$ cat src/rtl/dmem_arb_pkg.sv
// Shared encodings for the data-memory arbiter: FSM states and port ownership.
package dmem_arb_pkg;

    typedef enum logic {
        S_CORE  = 1'b0,
        S_FORCE = 1'b1
    } arb_state_e;

    typedef enum logic {
        OWN_CORE = 1'b0,
        OWN_HOST = 1'b1
    } owner_e;

endpackage

$ cat src/rtl/dmem_arbiter.sv
// Shares the single data_memory port between the MIPS core (priority) and a host port.
// A host kept waiting HOST_MAX_WAIT contended cycles gets one forced slot, stalling the core.
module dmem_arbiter
    import dmem_arb_pkg::*;
#(
    parameter int AW            = 32,
    parameter int DW            = 32,
    parameter int HOST_MAX_WAIT = 4,
    parameter int SCW           = 16
) (
    input  logic          clk,
    input  logic          rst,
    input  logic          core_req,
    input  logic          core_we,
    input  logic [AW-1:0] core_addr,
    input  logic [DW-1:0] core_wdata,
    output logic [DW-1:0] core_rdata,
    output logic          core_stall,
    input  logic          host_valid,
    input  logic          host_we,
    input  logic [AW-1:0] host_addr,
    input  logic [DW-1:0] host_wdata,
    output logic          host_ready,
    output logic [DW-1:0] host_rdata,
    output logic          host_rvalid,
    output logic [AW-1:0] mem_a,
    output logic [DW-1:0] mem_wd,
    output logic          mem_we,
    input  logic [DW-1:0] mem_rd,
    output logic [SCW-1:0] stall_count
);

    localparam int WCW = (HOST_MAX_WAIT > 1) ? $clog2(HOST_MAX_WAIT) : 1;
    localparam logic [WCW-1:0] WAIT_LAST = WCW'(HOST_MAX_WAIT - 1);

    // Host handshake: a request is held on host_valid with stable fields until host_ready
    // is seen high in the same cycle; that cycle is the access. Writes commit at its closing
    // edge, reads return on host_rdata with a one-cycle host_rvalid pulse one cycle later.

    arb_state_e     state_q, state_d;
    logic [WCW-1:0] wait_cnt_q, wait_cnt_d;
    owner_e         owner;
    logic           host_grant;
    logic           core_grant;
    logic           stall;

    always_comb begin
        state_d    = state_q;
        wait_cnt_d = wait_cnt_q;
        owner      = OWN_CORE;
        host_grant = 1'b0;
        core_grant = 1'b0;
        stall      = 1'b0;
        case (state_q)
            S_CORE: begin
                if (core_req) begin
                    core_grant = 1'b1;
                    if (host_valid) begin
                        if (wait_cnt_q == WAIT_LAST) begin
                            state_d    = S_FORCE;
                            wait_cnt_d = '0;
                        end else begin
                            wait_cnt_d = wait_cnt_q + 1'b1;
                        end
                    end else begin
                        wait_cnt_d = '0;
                    end
                end else begin
                    wait_cnt_d = '0;
                    if (host_valid) begin
                        owner      = OWN_HOST;
                        host_grant = 1'b1;
                    end
                end
            end
            S_FORCE: begin
                // A host that withdrew leaves the slot idle rather than stalling the core.
                owner      = OWN_HOST;
                host_grant = host_valid;
                stall      = core_req & host_valid;
                state_d    = S_CORE;
                wait_cnt_d = '0;
            end
            default: begin
                state_d    = S_CORE;
                wait_cnt_d = '0;
            end
        endcase
        if (!rst) begin
            state_d    = S_CORE;
            wait_cnt_d = '0;
            host_grant = 1'b0;
            core_grant = 1'b0;
            stall      = 1'b0;
        end
    end

    always_ff @(posedge clk) begin
        state_q    <= state_d;
        wait_cnt_q <= wait_cnt_d;
    end

    assign mem_a      = (owner == OWN_HOST) ? host_addr  : core_addr;
    assign mem_wd     = (owner == OWN_HOST) ? host_wdata : core_wdata;
    assign mem_we     = (host_grant & host_we) | (core_grant & core_we);
    assign core_rdata = mem_rd;
    assign core_stall = stall;
    assign host_ready = host_grant;

    logic          host_rvalid_q, host_rvalid_d;
    logic [DW-1:0] host_rdata_q, host_rdata_d;

    always_comb begin
        host_rvalid_d = host_grant & ~host_we;
        host_rdata_d  = host_rvalid_d ? mem_rd : host_rdata_q;
    end

    always_ff @(posedge clk) begin
        if (!rst) begin
            host_rvalid_q <= 1'b0;
            host_rdata_q  <= '0;
        end else begin
            host_rvalid_q <= host_rvalid_d;
            host_rdata_q  <= host_rdata_d;
        end
    end

    assign host_rvalid = host_rvalid_q;
    assign host_rdata  = host_rdata_q;

    logic [SCW-1:0] stall_count_q, stall_count_d;

    always_comb begin
        stall_count_d = stall_count_q;
        if (stall && (stall_count_q != {SCW{1'b1}})) begin
            stall_count_d = stall_count_q + 1'b1;
        end
    end

    always_ff @(posedge clk) begin
        if (!rst) begin
            stall_count_q <= '0;
        end else begin
            stall_count_q <= stall_count_d;
        end
    end

    assign stall_count = stall_count_q;

endmodule

$ cat config.mk
export PLATFORM = sky130hd
export DESIGN_NAME = dmem_arbiter
export DESIGN_NICKNAME = d
export VERILOG_FILES = /design/src/rtl/dmem_arb_pkg.sv /design/src/rtl/dmem_arbiter.sv
export SDC_FILE = /design/constraint.sdc
export NUM_CORES = 1
export LEC_CHECK = 0
export ABC_AREA = 1
export CORE_MARGIN = 10
export CORE_UTILIZATION = 31
export DETAILED_ROUTE_END_ITERATION = 10
export GPL_TIMING_DRIVEN = 0
export PLACE_DENSITY = 0.82
export SETUP_SLACK_MARGIN = 0.4
export SLEW_MARGIN = 20
export SYNTH_ARGS = -nofsm -noshare
export SYNTH_HDL_FRONTEND = slang
export SYNTH_SLANG_ARGS = --single-unit
export TNS_END_PERCENT = 50
$ cat constraint.sdc
create_clock -name clk -period 1.8 [get_ports clk]
set_input_delay 0.36 -clock clk [delete_from_list [all_inputs] [get_ports clk]]
set_output_delay 0.36 -clock clk [all_outputs]
set_load 0.01 [all_outputs]
# After elaboration in Yosys (flattened, before gate mapping)
# Cells that the tools add are included.
dict set report totals {
  regBits 52
  input_bits 166
  elab_cells 37
}
dict set report classes {
  add_sub_neg 2
  n_eq_ne 2
  n_mux 20
  bitwise 7
  reduce_logical 1
}
# operator count
set op_table {}
lappend op_table {{32-bit two-way mux} 2}
lappend op_table {{16-bit by 1-bit adder with 16-bit output, second input constant} 1}
lappend op_table {{16-bit inequality test, second input constant} 1}
lappend op_table {{1-bit two-way mux} 11}
lappend op_table {{2-bit two-way mux} 3}
lappend op_table {{1-bit case mux with 2 select lines} 3}
lappend op_table {{1-bit AND} 4}
lappend op_table {{2-bit case mux with 2 select lines} 1}
lappend op_table {{2-bit by 1-bit adder with 2-bit output, second input constant} 1}
lappend op_table {{2-bit == test, second input constant} 1}
lappend op_table {{1-bit inverter} 2}
lappend op_table {{1-bit logical AND} 1}
lappend op_table {{1-bit OR} 1}

# Depth between registers and ports, before layout
dict set report logic_depth {
  word_depth 6
  depth_mapped 9
  ltp_nobuf 9
}

# Worst setup path after synthesis
# Ideal clock, no wire load.
dict set report synth_timing {
  kind {input port to output port}
  start {input port core_req}
  end {output port mem_a[10]}
  arrival_time_ns 1.191
  required_time_ns 1.440
  setup_slack_ns 0.249
  path_stages 5
  n_path_buf 1
  path_cell_list {inv_1 -> nand2_1 -> nand2_2 -> buf_2 -> mux2_2}
}
dict set report synth_between {
  elab_chain_cells 3
}
# item line
set synth_rtl {}
lappend synth_rtl {{start, declared} dmem_arbiter.sv:13} ;# input logic core_req,
lappend synth_rtl {{1-bit two-way mux} dmem_arbiter.sv:56} ;# if (core_req) begin
lappend synth_rtl {{1-bit case mux with 2 select lines} dmem_arbiter.sv:54} ;# case (state_q)
lappend synth_rtl {{32-bit two-way mux} dmem_arbiter.sv:103} ;# assign mem_a = (owner == OWN_HOST) ? host_addr : core_addr;
lappend synth_rtl {{end, declared} dmem_arbiter.sv:26} ;# output logic [AW-1:0] mem_a,
# No other way between the ends.

# Final worst setup path
dict set report layout_timing {
  start {register state_q}
  end {output port mem_wd[19]}
}
dict set report layout_between {
  elab_chain_cells 3
}
# item line
set layout_rtl {}
lappend layout_rtl {{start, declared} dmem_arbiter.sv:40} ;# arb_state_e state_q, state_d;
lappend layout_rtl {{start signal, assigned} dmem_arbiter.sv:99} ;# state_q <= state_d;
lappend layout_rtl {{1-bit inverter} --}
lappend layout_rtl {{1-bit case mux with 2 select lines (*)} dmem_arbiter.sv:54}
lappend layout_rtl {{32-bit two-way mux (*)} dmem_arbiter.sv:104} ;# assign mem_wd = (owner == OWN_HOST) ? host_wdata : core_wdata;
lappend layout_rtl {{end, declared} dmem_arbiter.sv:27} ;# output logic [DW-1:0] mem_wd,
# Every way passes the cells marked *; elsewhere a longest branch is shown, timed or not.

==> out/results.tsv <==
stage	metric	value	unit
sta	clk_skew	0.005878	ns
floorplanning	total I/O pin count	314	
sta	Final min period	1.913	ns
worst_setup_path	arrival time worst endpoint	1.55	ns
worst_setup_path	crit-path leading delay family	buffers and inverters	
worst_setup_path	delay of the slowest critical-path stage	0.38	ns
sta	Max Slew Vio Count	0	
sta	Final period util	1.063	
global_routing	GRT Total Usage	0.2343	
clock_tree	Clock Pin Slew Worst Setup and Hold Paths	0.10	ns
synthesis	post-synthesis sequential area ratio	0.3101	
sta	worst slew pin tran	0.4956	ns
clock_tree	level count of the clock H-tree	2	
clock_tree	clock sink total	52	
synthesis	Mapped Area	0.003357	sq mm
clock_tree	clk_lat worst skew	0.30	ns
run	Max Cap Viol	0	
synthesis	Syn Area/Cell	8.188	sq um
worst_setup_path	WP data required	1.44	ns
synthesis	Post-Synth Simple-Gate Area	0.2385	
global_routing	global-route wire length before repair	27450	um
finish	P&R area growth vs syn	115.4	%
synthesis	area share of the largest cell type after synthesis	0.3101	
route	routed via count	4177	
finish	final core utilization	0.6942	
route	initial DRC count	271	
floorplanning	die footprint	0.01539	sq mm
synthesis	biggest area consumer among synthesized cells	dfxtp_1	
placement	Post-DP HPWL	16400	um
global_routing	gr ovfl total	0	
route	vias per inst	4.714	
placement	Area after DPL	0.006740	sq mm
sta	setup slack after layout	-0.1126	ns
status	failing checks	setup timing	
clock_tree	clk root buf	clkbuf_8	
status	status	finished with violations	
synthesis	Post-synth EDFFs	0	
worst_setup_path	endpoint type of the worst setup path	output port	
floorplanning	Core Rows	37	
synthesis	adder-cell share of the synthesized area	0.007454	
worst_setup_path	Startpoint Class	flop	
route	final routed DRC violation total	0	
finish	Finished Cell Area	0.007231	sq mm
synthesis	Synth Area in XOR/XNOR	0.005218	
floorplanning	Die Ht	124.1	um
global_routing	vias in the first global route	4312	
synthesis	Synth Area in Compound Gates	0.09467	
floorplanning	die width	124.1	um
global_routing	largest net degree at the start of global routing	16	
floorplanning	Initial Util	0.3223	
sta	RSZ-0062 raised after global routing	yes	
synthesis	count leader, synth	nand2_1	
synthesis	multiplexer area fraction after synthesis	0.2147	
finish	share of cells above drive strength 1	0.3979	
sta	setup TNS	-3.527	ns
clock_tree	TritonCTS clock tree	done	
route	DRT Pass-1 Iters	4	
worst_setup_path	Worst Setup Path Type	reg2out	
sta	Slew headroom	0.6696	
min_path	Hold Path Class	in2reg	
synthesis	Ys Warns	0	
route	WL/cell	22.44	um
floorplanning	core outline area	0.01042	sq mm
synthesis	register bit total from synthesis	52	
sta	Final setup viols	55	
route	Post-DRT Antenna Nets	0	
synthesis	Most used DFF post-synth	dfxtp_1	
finish	Final Net Count	916	
worst_setup_path	Bufs and invs on worst path	4	
clock_tree	clock buffer depth	2	
synthesis	top post-synthesis cells by count	nand2_1, mux2_2, dfxtp_1	
sta	Max Clock Freq	522.8	MHz
synthesis	Mapped Nets	578	
synthesis	Synth Instances	410	
clock_tree	Num CTS Buffers	5	
synthesis	Unique masters post-synth	32	
synthesis	largest cells by area after synthesis	dfxtp_1, mux2_2, nand2_1, buf_4, nor2_1	
placement	IO buf count	312	
synthesis	ys async rst share	0	
worst_setup_path	CP max-delay cell	dfxtp_4	
sta	endpoints failing hold	0	
pwr	PwrDens	444.4	mW/mm^2
pwr	Leakage	3.331	nW
route	final WL	19890	um
synthesis	largest family of logic cells by synthesized area	simple AND/OR/NAND/NOR gates	
global_routing	initial antenna violation count	1	
placement	final RePlAce weighted congestion	0.9777	
worst_setup_path	CP max FO	5	
pwr	VDD IR max	0.3473	mV
worst_setup_path	crit path cell chain	inv_8, nand2_8, buf_12, buf_8, mux2_4, buf_6	
where the power goes:
group	leakage [nW]	internal, mW	total, mW	switching, mW
Combinational	2.86	0.827	1.30	0.478
Clock	0.0445	0.314	0.720	0.406
Sequential	0.429	1.18	1.19	0.0136
worst paths after layout:
| path | endpoint | start | slack [ns] | cells past startpoint |
|---|---|---|---|---|
| max | mem_wd[19] | state_q$_SDFF_PP0_ | -0.11 | 6 |
| min | host_rdata[2]$_SDFFE_PN0P_ | rst | 0.41 | 3 |
| max reg2reg | stall_count[15]$_SDFFE_PN0P_ | state_q$_SDFF_PP0_ | 0.35 | 9 |
| min reg2reg | wait_cnt_q[0]$_SDFF_PP0_ | wait_cnt_q[0]$_SDFF_PP0_ | 0.43 | 1 |
cell families after synthesis:
kind of cell | Yosys count
multiplexers | 64
AO/OA/AOI/OAI | 52
XOR/XNOR | 2
flip-flops | 52
AND/OR/NAND/NOR | 169
adder cells (fa/ha/maj) | 2
buffers and inverters | 69
area by class of cell:
type,count,area [sq um]
Fill cell,836,3186
Inverter,18,80.08
Clock inverter,1,7.507
Tap cell,136,170.2
Timing Repair Buffer,329,3277
Buffer,51,435.4
Sequential cell,52,1061
Multi-Input combinational cell,291,2111
Clock buffer,7,86.33
Antenna cell,1,2.502
cells in the final DEF (no fill, tap or decap), drive strengths merged, types with 3 or more instances in the layout:
cell / instances
o21ai: 38
nand3: 13
buf: 142
dfxtp: 52
nand2: 114
clkdlybuf4s50: 134
mux2: 64
nand4: 3
clkbuf: 15
inv: 18
nor2: 36
dlygate4sd2: 78
a21oi: 13
clkdlybuf4s15: 18
sequential cells by signal, summed over array words and instances (netlist names):
signal / cells
host_rdata: 32
stall_count: 16
host_rvalid: 1
wait_cnt_q: 2
state_q: 1
through the flow:
stage	hold slack [ns]	cells	total power [mW]	setup WS, ns
2_1_floorplan	0.4054	410	1.617	0.3885
3_3_place_gp	0.4151	858	2.430	-0.7935
3_5_place_dp	0.4221	858	2.439	-0.7874
4_1_cts	0.4033	879	3.134	-0.1661
5_1_grt	0.4132	886	3.340	-0.1582
6_report	0.4109	886	3.214	-0.1126
worst register-to-register path, cell delays in order (launching register included):
cell,delay (ns)
dfxtp_4,0.39
buf_4,0.13
nand2_2,0.08
nor2_8,0.10
buf_4,0.17
inv_2,0.09
nor2_4,0.19
nand3_1,0.09
nand2_1,0.07
inv_1,0.03
metal layers:
| metal | up-vias | GRT usage | part of all wire |
|---|---|---|---|
| met5 | - | 0 | 0 |
| met4 | 0 | 0.05036 | 0.015 |
| met3 | 14 | 0.09502 | 0.11 |
| met2 | 217 | 0.4045 | 0.50 |
| met1 | 1944 | 0.2658 | 0.37 |
| li1 | 2002 | - | - |
timing repair:
| action | in CTS | in global routing |
|---|---|---|
| buffers inserted | 10 | 1 |
| pin swaps | 7 | 3 |
| cloned | 3 | 5 |
| setup endpoints to repair | 197 | 116 |
| hold buffers | 0 | 0 |
| hold endpoints to repair | 0 | 0 |
| gates resized for setup | 543 | 70 |
(Power assumes the default switching activity.)
